===== config.mk =====
export PLATFORM = sky130hd
export DESIGN_NAME = spi_mitm_sequencer
export DESIGN_NICKNAME = d
export VERILOG_FILES = /design/src/rtl/spi_mitm_sequencer.sv
export SDC_FILE = /design/constraint.sdc
export NUM_CORES = 1
export LEC_CHECK = 0
export CAP_MARGIN = 20
export CORE_MARGIN = 2
export CORE_UTILIZATION = 40
export DETAILED_ROUTE_END_ITERATION = 6
export GPL_TIMING_DRIVEN = 0
export PLACE_DENSITY = 0.75
export SYNTH_ARGS = -nofsm -noshare
export SYNTH_HDL_FRONTEND = slang
export SYNTH_SLANG_ARGS = --single-unit

===== constraint.sdc =====
create_clock -name sys_clk -period 1.95 [get_ports sys_clk]
set_input_delay 0.2925 -clock sys_clk [delete_from_list [all_inputs] [get_ports sys_clk]]
set_output_delay 0.2925 -clock sys_clk [all_outputs]
set_load 0.01 [all_outputs]

===== src/rtl/spi_mitm_sequencer.sv =====
// SPI man-in-the-middle sequencer: forwards SS/SCLK/MOSI untouched, captures
// every complete MOSI byte, and can substitute a queued byte for the slave's
// MISO on a per-byte basis. Mode 0, MSB first.
module spi_mitm_sequencer #(
  parameter int DATA_SIZE = 8
) (
  input  logic                 sys_clk,
  input  logic                 rst,
  input  logic                 ss_in,
  input  logic                 sclk_in,
  input  logic                 mosi_in,
  input  logic                 miso_in,
  output logic                 ss_out,
  output logic                 sclk_out,
  output logic                 mosi_out,
  output logic                 miso_out,
  input  logic [DATA_SIZE-1:0] inj_data,
  input  logic                 inj_valid,
  output logic                 inj_ready,
  output logic [DATA_SIZE-1:0] cap_data,
  output logic                 cap_valid,
  output logic                 busy
);

  localparam logic [1:0] IDLE = 2'd0;
  localparam logic [1:0] FWD  = 2'd1;
  localparam logic [1:0] INJ  = 2'd2;

  localparam int CW = $clog2(DATA_SIZE + 1);
  localparam logic [CW-1:0] LAST_BIT = CW'(DATA_SIZE - 1);
  localparam logic [CW-1:0] FULL_CNT = CW'(DATA_SIZE);

  logic [1:0]           state;
  logic [CW-1:0]        bit_cnt;
  logic [DATA_SIZE-1:0] tx_shift;
  logic [DATA_SIZE-1:0] rx_shift;
  logic [DATA_SIZE-1:0] holding;
  logic                 holding_full;
  logic                 ss_prev;
  logic                 sclk_prev;
  // Set once SS has been seen high after reset, so a transaction already in
  // flight at reset release is forwarded untouched rather than joined midway.
  logic                 ss_armed;

  logic ss_fall, ss_rise, sclk_rise, sclk_fall, accept;

  // Master-side lines pass straight through; only MISO is ever substituted.
  always_comb begin
    ss_out   = ss_in;
    sclk_out = sclk_in;
    mosi_out = mosi_in;
    miso_out = (state == INJ) ? tx_shift[DATA_SIZE-1] : miso_in;
  end

  // Edge detection; clock edges only count while the slave is selected.
  always_comb begin
    ss_fall   = ~ss_in & ss_prev & ss_armed;
    ss_rise   = ss_in & ~ss_prev;
    sclk_rise = ~ss_in & sclk_in & ~sclk_prev;
    sclk_fall = ~ss_in & ~sclk_in & sclk_prev;
    accept    = inj_valid & ~holding_full;
  end

  assign inj_ready = ~holding_full;
  assign busy      = (state != IDLE);

  // Byte sequencing, holding register and capture path.
  always_ff @(posedge sys_clk) begin
    if (rst) begin
      state        <= IDLE;
      bit_cnt      <= '0;
      tx_shift     <= '0;
      rx_shift     <= '0;
      holding      <= '0;
      holding_full <= 1'b0;
      cap_data     <= '0;
      cap_valid    <= 1'b0;
      ss_prev      <= 1'b1;
      sclk_prev    <= 1'b0;
      ss_armed     <= 1'b0;
    end else begin
      ss_prev   <= ss_in;
      sclk_prev <= sclk_in;
      cap_valid <= 1'b0;
      if (ss_in) ss_armed <= 1'b1;

      // Accept and load can never coincide: accept needs the register empty,
      // load needs it full, so a load always sees the pre-accept state.
      if (accept) begin
        holding      <= inj_data;
        holding_full <= 1'b1;
      end

      case (state)
        IDLE: begin
          if (ss_fall) begin
            bit_cnt <= '0;
            if (holding_full) begin
              state        <= INJ;
              tx_shift     <= holding;
              holding_full <= 1'b0;
            end else begin
              state <= FWD;
            end
          end
        end
        FWD, INJ: begin
          if (ss_rise) begin
            // Deselect aborts the byte; partial data is thrown away.
            state    <= IDLE;
            bit_cnt  <= '0;
            tx_shift <= '0;
            rx_shift <= '0;
          end else if (sclk_rise) begin
            rx_shift <= {rx_shift[DATA_SIZE-2:0], mosi_in};
            if (bit_cnt != FULL_CNT) bit_cnt <= bit_cnt + CW'(1);
            if (bit_cnt == LAST_BIT) begin
              cap_data  <= {rx_shift[DATA_SIZE-2:0], mosi_in};
              cap_valid <= 1'b1;
            end
          end else if (sclk_fall) begin
            if (bit_cnt == FULL_CNT) begin
              // Byte boundary: choose source for the next byte.
              bit_cnt <= '0;
              if (holding_full) begin
                state        <= INJ;
                tx_shift     <= holding;
                holding_full <= 1'b0;
              end else begin
                state <= FWD;
              end
            end else if (state == INJ && bit_cnt != '0) begin
              tx_shift <= {tx_shift[DATA_SIZE-2:0], 1'b0};
            end
          end
        end
        default: state <= IDLE;
      endcase
    end
  end

endmodule


==> flow_summary.toml <==
[clock_network]
clk_latency_ns = 0.29
cts_tree = "yes"
cts.path.max_buffers = 2
cts_root_buf = "clkbuf_8"
cts_sinks = 42
cts_hold_buf = 0
clk_pin_slew_ns = 0.08
ctsHtreeMaxLevel = 2
numCtsBuffers = 5

[route]
drt-initial-drc-count = 119
routed_wl_microns = 4440
wl_per_cell_microns = 14.1
dr.pass1.iters = 4
num_vias = 1648
via_per_inst = 5.23
drc = 0
postRouteAntennaNets = 0

[pwr]
static-leakage-power_nw = 0.955
p_seq_frac = 0.332
comb_power_share = 0.396
clkPwrFrac = 0.272
power_density_nw_per_um2 = 1190
power.internal_mw = 2.03
swShare = 0.337
p_sw_mw = 1.03
ir_drop_uv = 554

[placement]
dp_cells = 306
hpwl_microns = 3020
globalplace.congestion = 0.889
port_buffers = 29

[grt]
grt_pass1_wl_microns = 7360
grt_pass1_vias = 1558
grt.total_usage = 0.169
grt_antenna_before_repair = 0
globalRoute.totalOverflow = 0
grt_max_degree = 15

[synthesis]
avgSynthCellArea_sq_um = 9.56
synth_edf_count = 0
syn_nets = 231
synth-main-ff-cell = "dfxtp_1"
synth_seq_cells = 42
synth_cells = 210
seq_area_frac_synth = 0.419
yosys_warnings = 0
async_reset_ff_frac = 0
synthesis.area_sq_um = 2010
synth.distinct_cells = 47

[cells_and_area]
post_layout_nonfiller_instances = 315
seq_area_sq_um = 846
layout_common_cells = "dfxtp_1, nor2_1, clkdlybuf4s50_1, mux2i_1, a22oi_1"
area_growth_pct = 28.4
layout_commonest_cell = "dfxtp_1"
diodes = 0
drive_above_1_share = 0.173
multi_input_area_sq_um = 1090
nFillCells = 442
nNetsFinal = 268

[critical_path]
critPathCapture = "tx_shift[0]"
crit_path_end_kind = "register"
worst_setup_path_start_kind = "register"
critPathRequiredTime_ns = 2.14
rr_endpoint = "tx_shift[0]"
crit_type = "register to register"
r2r-start = "state[0]"
crit_path_max_fanout = 9
startpoint = "state[0]"
cp.arrival_ns = 2.11
reg2reg_depth = 8
ff2ff_setup_slack_ns = 0.03

[sta]
min_period_over_period = 0.987
fin_crit_ns = 1.92
max_freq_mhz = 520
maxSlewHeadroom = 0.585
clock-skew-final_ns = 0.00669
hold_slack_ns = 0.410
setup_viol = 0
worst_pin_slew_ns = 0.622
setup_tns_ns = 0
hold_violations = 0
slew_viol_final = 0

[status]
run_status = "complete, no violations"

[floorplanning]
dieArea_sq_um = 5600
die_height_microns = 74.8
core_area_sq_um = 4790
start_util = 0.419
row_count = 25
num_io_pins = 30
die_w_microns = 74.8

[run]
drv_cap = 0

[min_path]
hp-class = "input pin to register"
==> what timing repair did <==
item,4_1_cts,5_1_grt
setup buffers,0,1
pin swaps,1,1
gates resized for setup,7,11
endpoints found under the setup margin,18,16
==> layer usage <==
metal  global-route usage  up-vias  part of all wire
met4               0.0456        0            0.0077
met3               0.0321        4             0.041
met2                0.266       38              0.46
met5                    0        -                 0
met1                0.237      780              0.49
li1                     -      826                 -
==> cell families after synthesis <==
| kind of cell | after synthesis | synth area share |
|---|---|---|
| buffers and inverters | 23 | 0.0567 |
| muxes | 27 | 0.140 |
| adders and majority gates | 6 | 0.0374 |
| and+or+nand+nor | 66 | 0.181 |
| DFF | 42 | 0.419 |
| AOI/OAI and AO/OA | 46 | 0.166 |
==> through the flow <==
step / area, sq um / total power [mW] / setup slack, ns / utilization
after global routing: 2580 / 3.25 / -0.00254 / 0.538
after global placement: 2380 / 2.10 / -0.214 / 0.498
after detailed placement: 2380 / 2.11 / -0.230 / 0.498
after CTS: 2530 / 3.00 / 0.0262 / 0.530
after floorplan: 2010 / 1.84 / 0.0277 / -
final: 2580 / 3.06 / 0.0257 / 0.538
==> state kept, by name, indices dropped and copies added (netlist names) <==
signal / flops
cap_data: 8
holding: 8
tx_shift: 8
rx_shift: 7
bit_cnt: 4
state: 2
cap_valid: 1
holding_full: 1
sclk_prev: 1
ss_armed: 1
ss_prev: 1
==> Yosys cell counts, types with 2 or more instances <==
| cell | instances | share of area |
|---|---|---|
| dfxtp_1 | 42 | 0.42 |
| nor2_1 | 29 | 0.054 |
| mux2i_1 | 19 | 0.095 |
| a22oi_1 | 15 | 0.056 |
| a21oi_1 | 10 | 0.025 |
| inv_1 | 10 | 0.019 |
| mux2_2 | 8 | 0.045 |
| a211oi_1 | 6 | 0.022 |
| clkbuf_1 | 6 | 0.011 |
| ha_1 | 6 | 0.037 |
| nand2_1 | 6 | 0.011 |
| nor2b_1 | 5 | 0.016 |
| nand3_1 | 4 | 0.010 |
| buf_4 | 3 | 0.011 |
| and3b_1 | 2 | 0.0087 |
| buf_6 | 2 | 0.011 |
| nand3b_1 | 2 | 0.0075 |
| nand4_1 | 2 | 0.0062 |
| nor3_1 | 2 | 0.0050 |
| nor3b_1 | 2 | 0.0075 |
| o21ai_1 | 2 | 0.0050 |
| or4_1 | 2 | 0.0075 |
==> worst max-delay path, cell delays in order, from the launching register on <==
cell	delay (ns)
dfxtp_4	0.38
inv_2	0.06
ha_4	0.29
inv_2	0.07
o32a_1	0.36
buf_6	0.15
and2_4	0.15
buf_6	0.13
a32o_1	0.24
==> final cells by class <==
cell class,count,area share
Tap cell,67,0.0325
Buffer,13,0.0321
Multi-Input combinational cell,145,0.423
Clock buffer,5,0.0267
Timing Repair Buffer,30,0.116
Clock inverter,3,0.0267
Inverter,10,0.0146
Sequential cell,42,0.328
==> worst min-delay path by stage <==
stage / startpoint / to / slack, ns / cells past startpoint
global route: ss_in / ss_armed / 0.45 / 3
CTS: state[1] / state[1] / 0.50 / 2
detailed placement: cap_data[0] / cap_data[0] / 0.49 / 2
finish: ss_in / ss_armed / 0.41 / 3
floorplan: ss_in / ss_prev / 0.40 / 1
global placement: holding[5] / holding[5] / 0.47 / 2
==> power by group through the flow <==
stage / sequential [mW] / combinational (mW) / clock, mW
floorplan: 1.00 / 0.833 / 0
global placement: 1.02 / 1.08 / 0
detailed placement: 1.03 / 1.09 / 0
CTS: 1.01 / 1.14 / 0.842
global route: 1.03 / 1.34 / 0.882
finish: 1.02 / 1.21 / 0.834
(Power assumes the default switching activity.)
